[src/rtl/codec_spi_init.sv]
// Power-up sequencer for the TLV320AIC3254: pulses the codec reset, then writes a fixed
// register table over SPI (mode 0, MSB first). Optional readback via CODEC_READBACK_EN.
module codec_spi_init #(
    parameter int DIV         = 14,
    parameter int RST_CYCLES  = 56,
    parameter int WAKE_CYCLES = 56000,
    parameter int GAP         = 28
) (
    input  logic clock,
    input  logic reset,
    output logic codecRstN,
    output logic csN,
    output logic sck,
    output logic mosi,
    input  logic miso,
    output logic busy,
    output logic done,
    output logic error
);

    localparam int M1   = (RST_CYCLES > WAKE_CYCLES) ? RST_CYCLES : WAKE_CYCLES;
    localparam int M2   = (DIV > GAP) ? DIV : GAP;
    localparam int CMAX = (M1 > M2) ? M1 : M2;
    localparam int CW   = $clog2(CMAX + 1);

    localparam logic [CW-1:0] RST_LAST  = CW'(RST_CYCLES - 1);
    localparam logic [CW-1:0] WAKE_LAST = CW'(WAKE_CYCLES - 1);
    localparam logic [CW-1:0] DIV_LAST  = CW'(DIV - 1);
    localparam logic [CW-1:0] GAP_LAST  = CW'(GAP - 1);
    localparam logic [CW-1:0] CNT_ONE   = CW'(1);

    typedef enum logic [2:0] {
        S_RST, S_WAKE, S_LOAD, S_SETUP, S_SHIFT, S_HOLD, S_GAP, S_DONE
    } state_t;

    // Register table as {addr[6:0], data[7:0]}.
    function automatic logic [14:0] table_entry(input logic [2:0] idx);
        case (idx)
            3'd0:    table_entry = {7'h00, 8'h00};
            3'd1:    table_entry = {7'h01, 8'h01};
            3'd2:    table_entry = {7'h1B, 8'h00};
            3'd3:    table_entry = {7'h3C, 8'h01};
            3'd4:    table_entry = {7'h3F, 8'hD4};
            3'd5:    table_entry = {7'h40, 8'h00};
            3'd6:    table_entry = {7'h00, 8'h01};
            3'd7:    table_entry = {7'h0C, 8'h08};
            default: table_entry = {7'h00, 8'h00};
        endcase
    endfunction

    state_t        state_q, state_d;
    logic [CW-1:0] cnt_q, cnt_d;
    logic [2:0]    idx_q, idx_d;
    logic [3:0]    bit_q, bit_d;
    logic          half_q, half_d;
    logic [15:0]   frame_q, frame_d;
    logic          rstn_q, rstn_d;
    logic          csn_q, csn_d;
    logic          sck_q, sck_d;
    logic          mosi_q, mosi_d;
    logic          busy_q, busy_d;
    logic          done_q, done_d;
    logic          error_q, error_d;
    logic [14:0]   entry_s;

    assign entry_s = table_entry(idx_q);

`ifdef CODEC_READBACK_EN
    logic       rd_q, rd_d;
    logic [7:0] rx_q, rx_d;
`else
    logic       unused_miso_s;
    assign unused_miso_s = miso;
`endif

    // State and output registers with synchronous reset.
    always_ff @(posedge clock) begin
        if (reset) begin
            state_q <= S_RST;
            cnt_q   <= '0;
            idx_q   <= 3'd0;
            bit_q   <= 4'd0;
            half_q  <= 1'b0;
            frame_q <= 16'h0000;
            rstn_q  <= 1'b0;
            csn_q   <= 1'b1;
            sck_q   <= 1'b0;
            mosi_q  <= 1'b0;
            busy_q  <= 1'b1;
            done_q  <= 1'b0;
            error_q <= 1'b0;
`ifdef CODEC_READBACK_EN
            rd_q    <= 1'b0;
            rx_q    <= 8'h00;
`endif
        end else begin
            state_q <= state_d;
            cnt_q   <= cnt_d;
            idx_q   <= idx_d;
            bit_q   <= bit_d;
            half_q  <= half_d;
            frame_q <= frame_d;
            rstn_q  <= rstn_d;
            csn_q   <= csn_d;
            sck_q   <= sck_d;
            mosi_q  <= mosi_d;
            busy_q  <= busy_d;
            done_q  <= done_d;
            error_q <= error_d;
`ifdef CODEC_READBACK_EN
            rd_q    <= rd_d;
            rx_q    <= rx_d;
`endif
        end
    end

    // Next-state and next-output logic.
    always_comb begin
        state_d = state_q;
        cnt_d   = cnt_q;
        idx_d   = idx_q;
        bit_d   = bit_q;
        half_d  = half_q;
        frame_d = frame_q;
        rstn_d  = rstn_q;
        csn_d   = csn_q;
        sck_d   = sck_q;
        mosi_d  = mosi_q;
        busy_d  = busy_q;
        done_d  = done_q;
        error_d = error_q;
`ifdef CODEC_READBACK_EN
        rd_d    = rd_q;
        rx_d    = rx_q;
`else
        error_d = 1'b0;
`endif
        case (state_q)
            S_RST: begin
                rstn_d = 1'b0;
                if (cnt_q == RST_LAST) begin
                    cnt_d   = '0;
                    rstn_d  = 1'b1;
                    state_d = S_WAKE;
                end else begin
                    cnt_d = cnt_q + CNT_ONE;
                end
            end
            S_WAKE: begin
                if (cnt_q == WAKE_LAST) begin
                    cnt_d   = '0;
                    state_d = S_LOAD;
                end else begin
                    cnt_d = cnt_q + CNT_ONE;
                end
            end
            S_LOAD: begin
`ifdef CODEC_READBACK_EN
                if (rd_q) begin
                    frame_d = {entry_s[14:8], 1'b1, 8'h00};
                end else begin
                    frame_d = {entry_s[14:8], 1'b0, entry_s[7:0]};
                end
`else
                frame_d = {entry_s[14:8], 1'b0, entry_s[7:0]};
`endif
                cnt_d   = '0;
                csn_d   = 1'b0;
                state_d = S_SETUP;
            end
            S_SETUP: begin
                if (cnt_q == DIV_LAST) begin
                    cnt_d   = '0;
                    mosi_d  = frame_q[15];
                    bit_d   = 4'd15;
                    half_d  = 1'b0;
                    state_d = S_SHIFT;
                end else begin
                    cnt_d = cnt_q + CNT_ONE;
                end
            end
            S_SHIFT: begin
                if (cnt_q != DIV_LAST) begin
                    cnt_d = cnt_q + CNT_ONE;
                end else if (!half_q) begin
                    // Rising edge: codec latches mosi, we latch the readback bit.
                    cnt_d  = '0;
                    sck_d  = 1'b1;
                    half_d = 1'b1;
`ifdef CODEC_READBACK_EN
                    if (bit_q < 4'd8) begin
                        rx_d = {rx_q[6:0], miso};
                    end else begin
                        rx_d = rx_q;
                    end
`endif
                end else begin
                    cnt_d  = '0;
                    sck_d  = 1'b0;
                    half_d = 1'b0;
                    if (bit_q == 4'd0) begin
                        state_d = S_HOLD;
                    end else begin
                        bit_d   = bit_q - 4'd1;
                        frame_d = {frame_q[14:0], 1'b0};
                        mosi_d  = frame_q[14];
                    end
                end
            end
            S_HOLD: begin
                if (cnt_q == DIV_LAST) begin
                    cnt_d   = '0;
                    csn_d   = 1'b1;
                    mosi_d  = 1'b0;
                    state_d = S_GAP;
`ifdef CODEC_READBACK_EN
                    if (rd_q) begin
                        error_d = error_q | (rx_q != entry_s[7:0]);
                    end else begin
                        error_d = error_q;
                    end
`endif
                end else begin
                    cnt_d = cnt_q + CNT_ONE;
                end
            end
            S_GAP: begin
                if (cnt_q != GAP_LAST) begin
                    cnt_d = cnt_q + CNT_ONE;
                end else begin
                    cnt_d = '0;
`ifdef CODEC_READBACK_EN
                    // Every write except the soft reset is followed by a read of the same register.
                    if (!rd_q && (entry_s[14:8] != 7'h01)) begin
                        rd_d    = 1'b1;
                        state_d = S_LOAD;
                    end else if (idx_q == 3'd7) begin
                        rd_d    = 1'b0;
                        busy_d  = 1'b0;
                        done_d  = 1'b1;
                        state_d = S_DONE;
                    end else begin
                        rd_d    = 1'b0;
                        idx_d   = idx_q + 3'd1;
                        state_d = S_LOAD;
                    end
`else
                    if (idx_q == 3'd7) begin
                        busy_d  = 1'b0;
                        done_d  = 1'b1;
                        state_d = S_DONE;
                    end else begin
                        idx_d   = idx_q + 3'd1;
                        state_d = S_LOAD;
                    end
`endif
                end
            end
            S_DONE: begin
                busy_d = 1'b0;
                done_d = 1'b1;
            end
            default: begin
                state_d = S_RST;
            end
        endcase
    end

    assign codecRstN = rstn_q;
    assign csN       = csn_q;
    assign sck       = sck_q;
    assign mosi      = mosi_q;
    assign busy      = busy_q;
    assign done      = done_q;
    assign error     = error_q;

endmodule

[config.mk]
export PLATFORM = sky130hd
export DESIGN_NAME = codec_spi_init
export DESIGN_NICKNAME = d
export VERILOG_FILES = /design/src/rtl/codec_spi_init.sv
export SDC_FILE = /design/constraint.sdc
export NUM_CORES = 1
export LEC_CHECK = 0
export ABC_CLOCK_PERIOD_IN_PS = 4250
export CAP_MARGIN = 20
export CORE_ASPECT_RATIO = 0.6
export CORE_MARGIN = 1.5
export CORE_UTILIZATION = 35
export CTS_BUF_LIST = sky130_fd_sc_hd__clkbuf_16
export DETAILED_ROUTE_END_ITERATION = 6
export PLACE_DENSITY = 0.59
export SLEW_MARGIN = 25
export SYNTH_ARGS = -nofsm -noshare
export SYNTH_HDL_FRONTEND = slang
export SYNTH_SLANG_ARGS = --single-unit
[constraint.sdc]
create_clock -name clock -period 4.25 [get_ports clock]
set_clock_uncertainty 0.1 [all_clocks]
set_input_delay 0.6375 -clock clock [delete_from_list [all_inputs] [get_ports clock]]
set_output_delay 0.6375 -clock clock [all_outputs]
set_load 0.005 [all_outputs]
==> impl_results.md <==
* Total negative setup slack at 0 ns
* DR WL met3 at approximately 270 um
* Mean Syn Cell Area at 8.21 um2
* Final setup viols at 0
* Core area at 7910 um2
* Total gr overflow at 0
* #FFs+latches synth at 59
* # resized after CTS at 0
* Critical Path AT at 3.13 ns
* P_leak at 1.19 nW
* Die ar. at between 8000 and 9000 um2
* Die extent in x at 120 um
* Ports at 10
* All-Layer GR Usage at 0.161
* Crit path cell chain: or4_4 > or4_4 > a22oi_1 > nand3_1 > o21bai_1 > nor2_1
* Synth top cells by count: dfxtp_1 (59), nor2_1 (57), nand2_1 (29)
* Vias per inst at 5.28
* Top Layer Used: met4
* H-tree levels at 3
* Slowest CP cell: o21bai_1
* Worst slew margin at 0.360
* Core Rows at 25
* Max-slew violation count at 0
* Sequential Area at 1180 um2
* Post-synthesis sequential area ratio at 0.410
* Max Root-Sink Buffers at 2
* PwrDens at between 500 and 600 nW/um2
* Asr flop ratio synth at 0
* First-pass detailed-route iteration total at 4
* Most frequent cell after synthesis: dfxtp_1
* Global-route wire length before repair at 10.8 mm
* Placed Cells at between 400 and 500
* Max IR drop VDD at 0.166 mV
* Multi-input combinational cell area at about 1600 um2
* Initial antenna violation count at 0
* Cell repeated most along the worst path: or4_4
* Initial core utilization at 0.364
* Instance count of the mapped netlist at 351
* Max cap viols at 0
* First-iteration detailed-routing DRC count at 186
* CP Launch Type: register
* Post-Route M1 WL at 3.55 mm
* Clock root buffer: clkbuf_16
* HP Class: reg2reg
* Status: finished clean
* F_max at 0.328 GHz
* Nets at 362
* Largest net degree at the start of global routing at 31
* CP Data Required Time at 4.32 ns
* Final worst path period need at 3.05 ns
* Endpoints failing hold at 0
* Post-route ant nets at 0
* Worst Path Max Fanout at 13
* Slew of the pin with the lowest slew margin at approximately 0.96 ns
* Post-synth cell types at between 50 and 60
* DP HPWL at between 4 and 5 mm
* Final period utilization at 0.718
* Gpl congestion at 0.769
* Fill cells at 802
* Post-Synthesis Net Count at 362
* Final std cells w/o fill at 464
* Worst Path Buf+Inv at 0
* Setup bufs post-CTS at 0
* Largest area contributor in the netlist: dfxtp_1
* Detailed-route wire length at 6.43 mm
* Port buffer count at 7
* Number of diodes at 0
* Clock Pin Slew Worst Setup and Hold Paths at 0.05 ns
* Synth top area share at 0.410
* CP max stage delay at 0.77 ns
* Crit Path Class: reg2reg
* Cell Area, Synth at 2880 um2
* Clock buffer count from CTS at 9
* Clk sinks at 59
* WL met2 at 2.56 mm
* Kind of cell adding the most delay to the critical path: simple AND/OR/NAND/NOR gates
* Synth top area cells: dfxtp_1 (41%), nor2_1 (7.4%), a21oi_1 (4.2%)
* Post-cts hold buffer count at 0
* Vias in the first global route at 2184
* Number of flops mapped to enable cells by yosys at 0
* Dpl ws at 1.23 ns
* Layout cells sized above 1 at 0.0730
* Total power at roughly 0.0017 W
* Routed vias at 2450
* Area Growth Syn to Fin at 16.4%
* Warnings, synthesis at 0
* Ys flop type: dfxtp_1
* Die extent in y at between 70 and 80 um
* RSZ-0062 raised after global routing: false
* Avg WL per Cell at 13.9 um
* Skew-Pair Late Insertion Delay at 0.33 ns
* Worst Setup Slack, final at 1.20 ns
* DRC viols at 0
* CTS tree: yes
* Crit path capture type: register
layout by cell type, fill, tap and decap left out, types with 3 or more instances in the layout:
cell type and count:
a211oi_1 6, a21oi_1 24, a22oi_1 5, a311oi_1 12, and3_1 3, and4_1 3
bufinv_16 3, clkbuf_16 9, clkdlybuf4s50_1 7, dfxtp_1 59, ha_1 8, inv_1 17
nand2_1 29, nand2b_1 4, nand3_1 14, nand3b_1 4, nand4_1 11, nor2_1 57
nor2b_1 4, nor3_1 6, o21ai_0 8, o21bai_1 4, or2_2 3, or4_1 3
xnor2_1 3, xor2_1 11
stage by stage:
stage                     utilization  hold slack, ns  area (um2)
after floorplan                     -           0.332        2880
after global placement          0.381           0.337        3020
after detailed placement        0.381           0.340        3020
after CTS                       0.424           0.348        3350
after global routing            0.424           0.373        3350
final                           0.424           0.344        3350
worst reg2reg max path: stages, from the launching register on:
cell and delay (ns):
dfxtp_1 0.35, or4_4 0.56, or4_4 0.60, a22oi_1 0.26, nand3_1 0.13, o21bai_1 0.77
nor2_1 0.12
report_power, final:
group	internal, W	switching [W]
clock network	0.000565	0.000246
logic	0.0000953	0.000173
registers	0.000588	0.0000574
total	0.00125	0.000476
cell families after synthesis:
| group | after synthesis | synth area share |
|---|---|---|
| AOI/OAI and AO/OA | 74 | 0.173 |
| xor gates and xnor gates | 14 | 0.0426 |
| adders and majority gates | 8 | 0.0348 |
| buffers and inverters | 35 | 0.0500 |
| and+or+nand+nor | 156 | 0.273 |
| DFF | 59 | 0.410 |
| other | 1 | 0.00130 |
| muxes | 4 | 0.0148 |
state kept, by name, indices dropped and copies added (netlist names), 3 cells and up:
name and cells:
frame_q 16, bit_q 4, idx_q 3, entry_s 10
state_q 3, cnt_q 16
final cells by class:
| cell class | instances | share of cell area |
|---|---|---|
| sequential | 59 | 0.352 |
| inverter | 15 | 0.0168 |
| tap | 108 | 0.0403 |
| timing repair buffer | 9 | 0.0254 |
| clock inverter | 7 | 0.0325 |
| multi-input combinational | 257 | 0.465 |
| clock buffer | 9 | 0.0672 |
per-layer routing:
metal | global-route usage | vias up
li1 | - | 1247
met1 | 0.230 | 1136
met2 | 0.216 | 65
met3 | 0.0582 | 2
met4 | 0.0675 | 0
met5 | 0 | -
path summary, 6_finish.rpt:
kind                            startpoint  depth (start not counted)  slack [ns]         to
worst max register to register    cnt_q[6]                          6        1.20  cnt_q[12]
worst min-delay path                  done                          2        0.34       done
worst min register to register        done                          2        0.34       done
worst max-delay path              cnt_q[6]                          6        1.20  cnt_q[12]
Power figures use the tool's default switching activity.
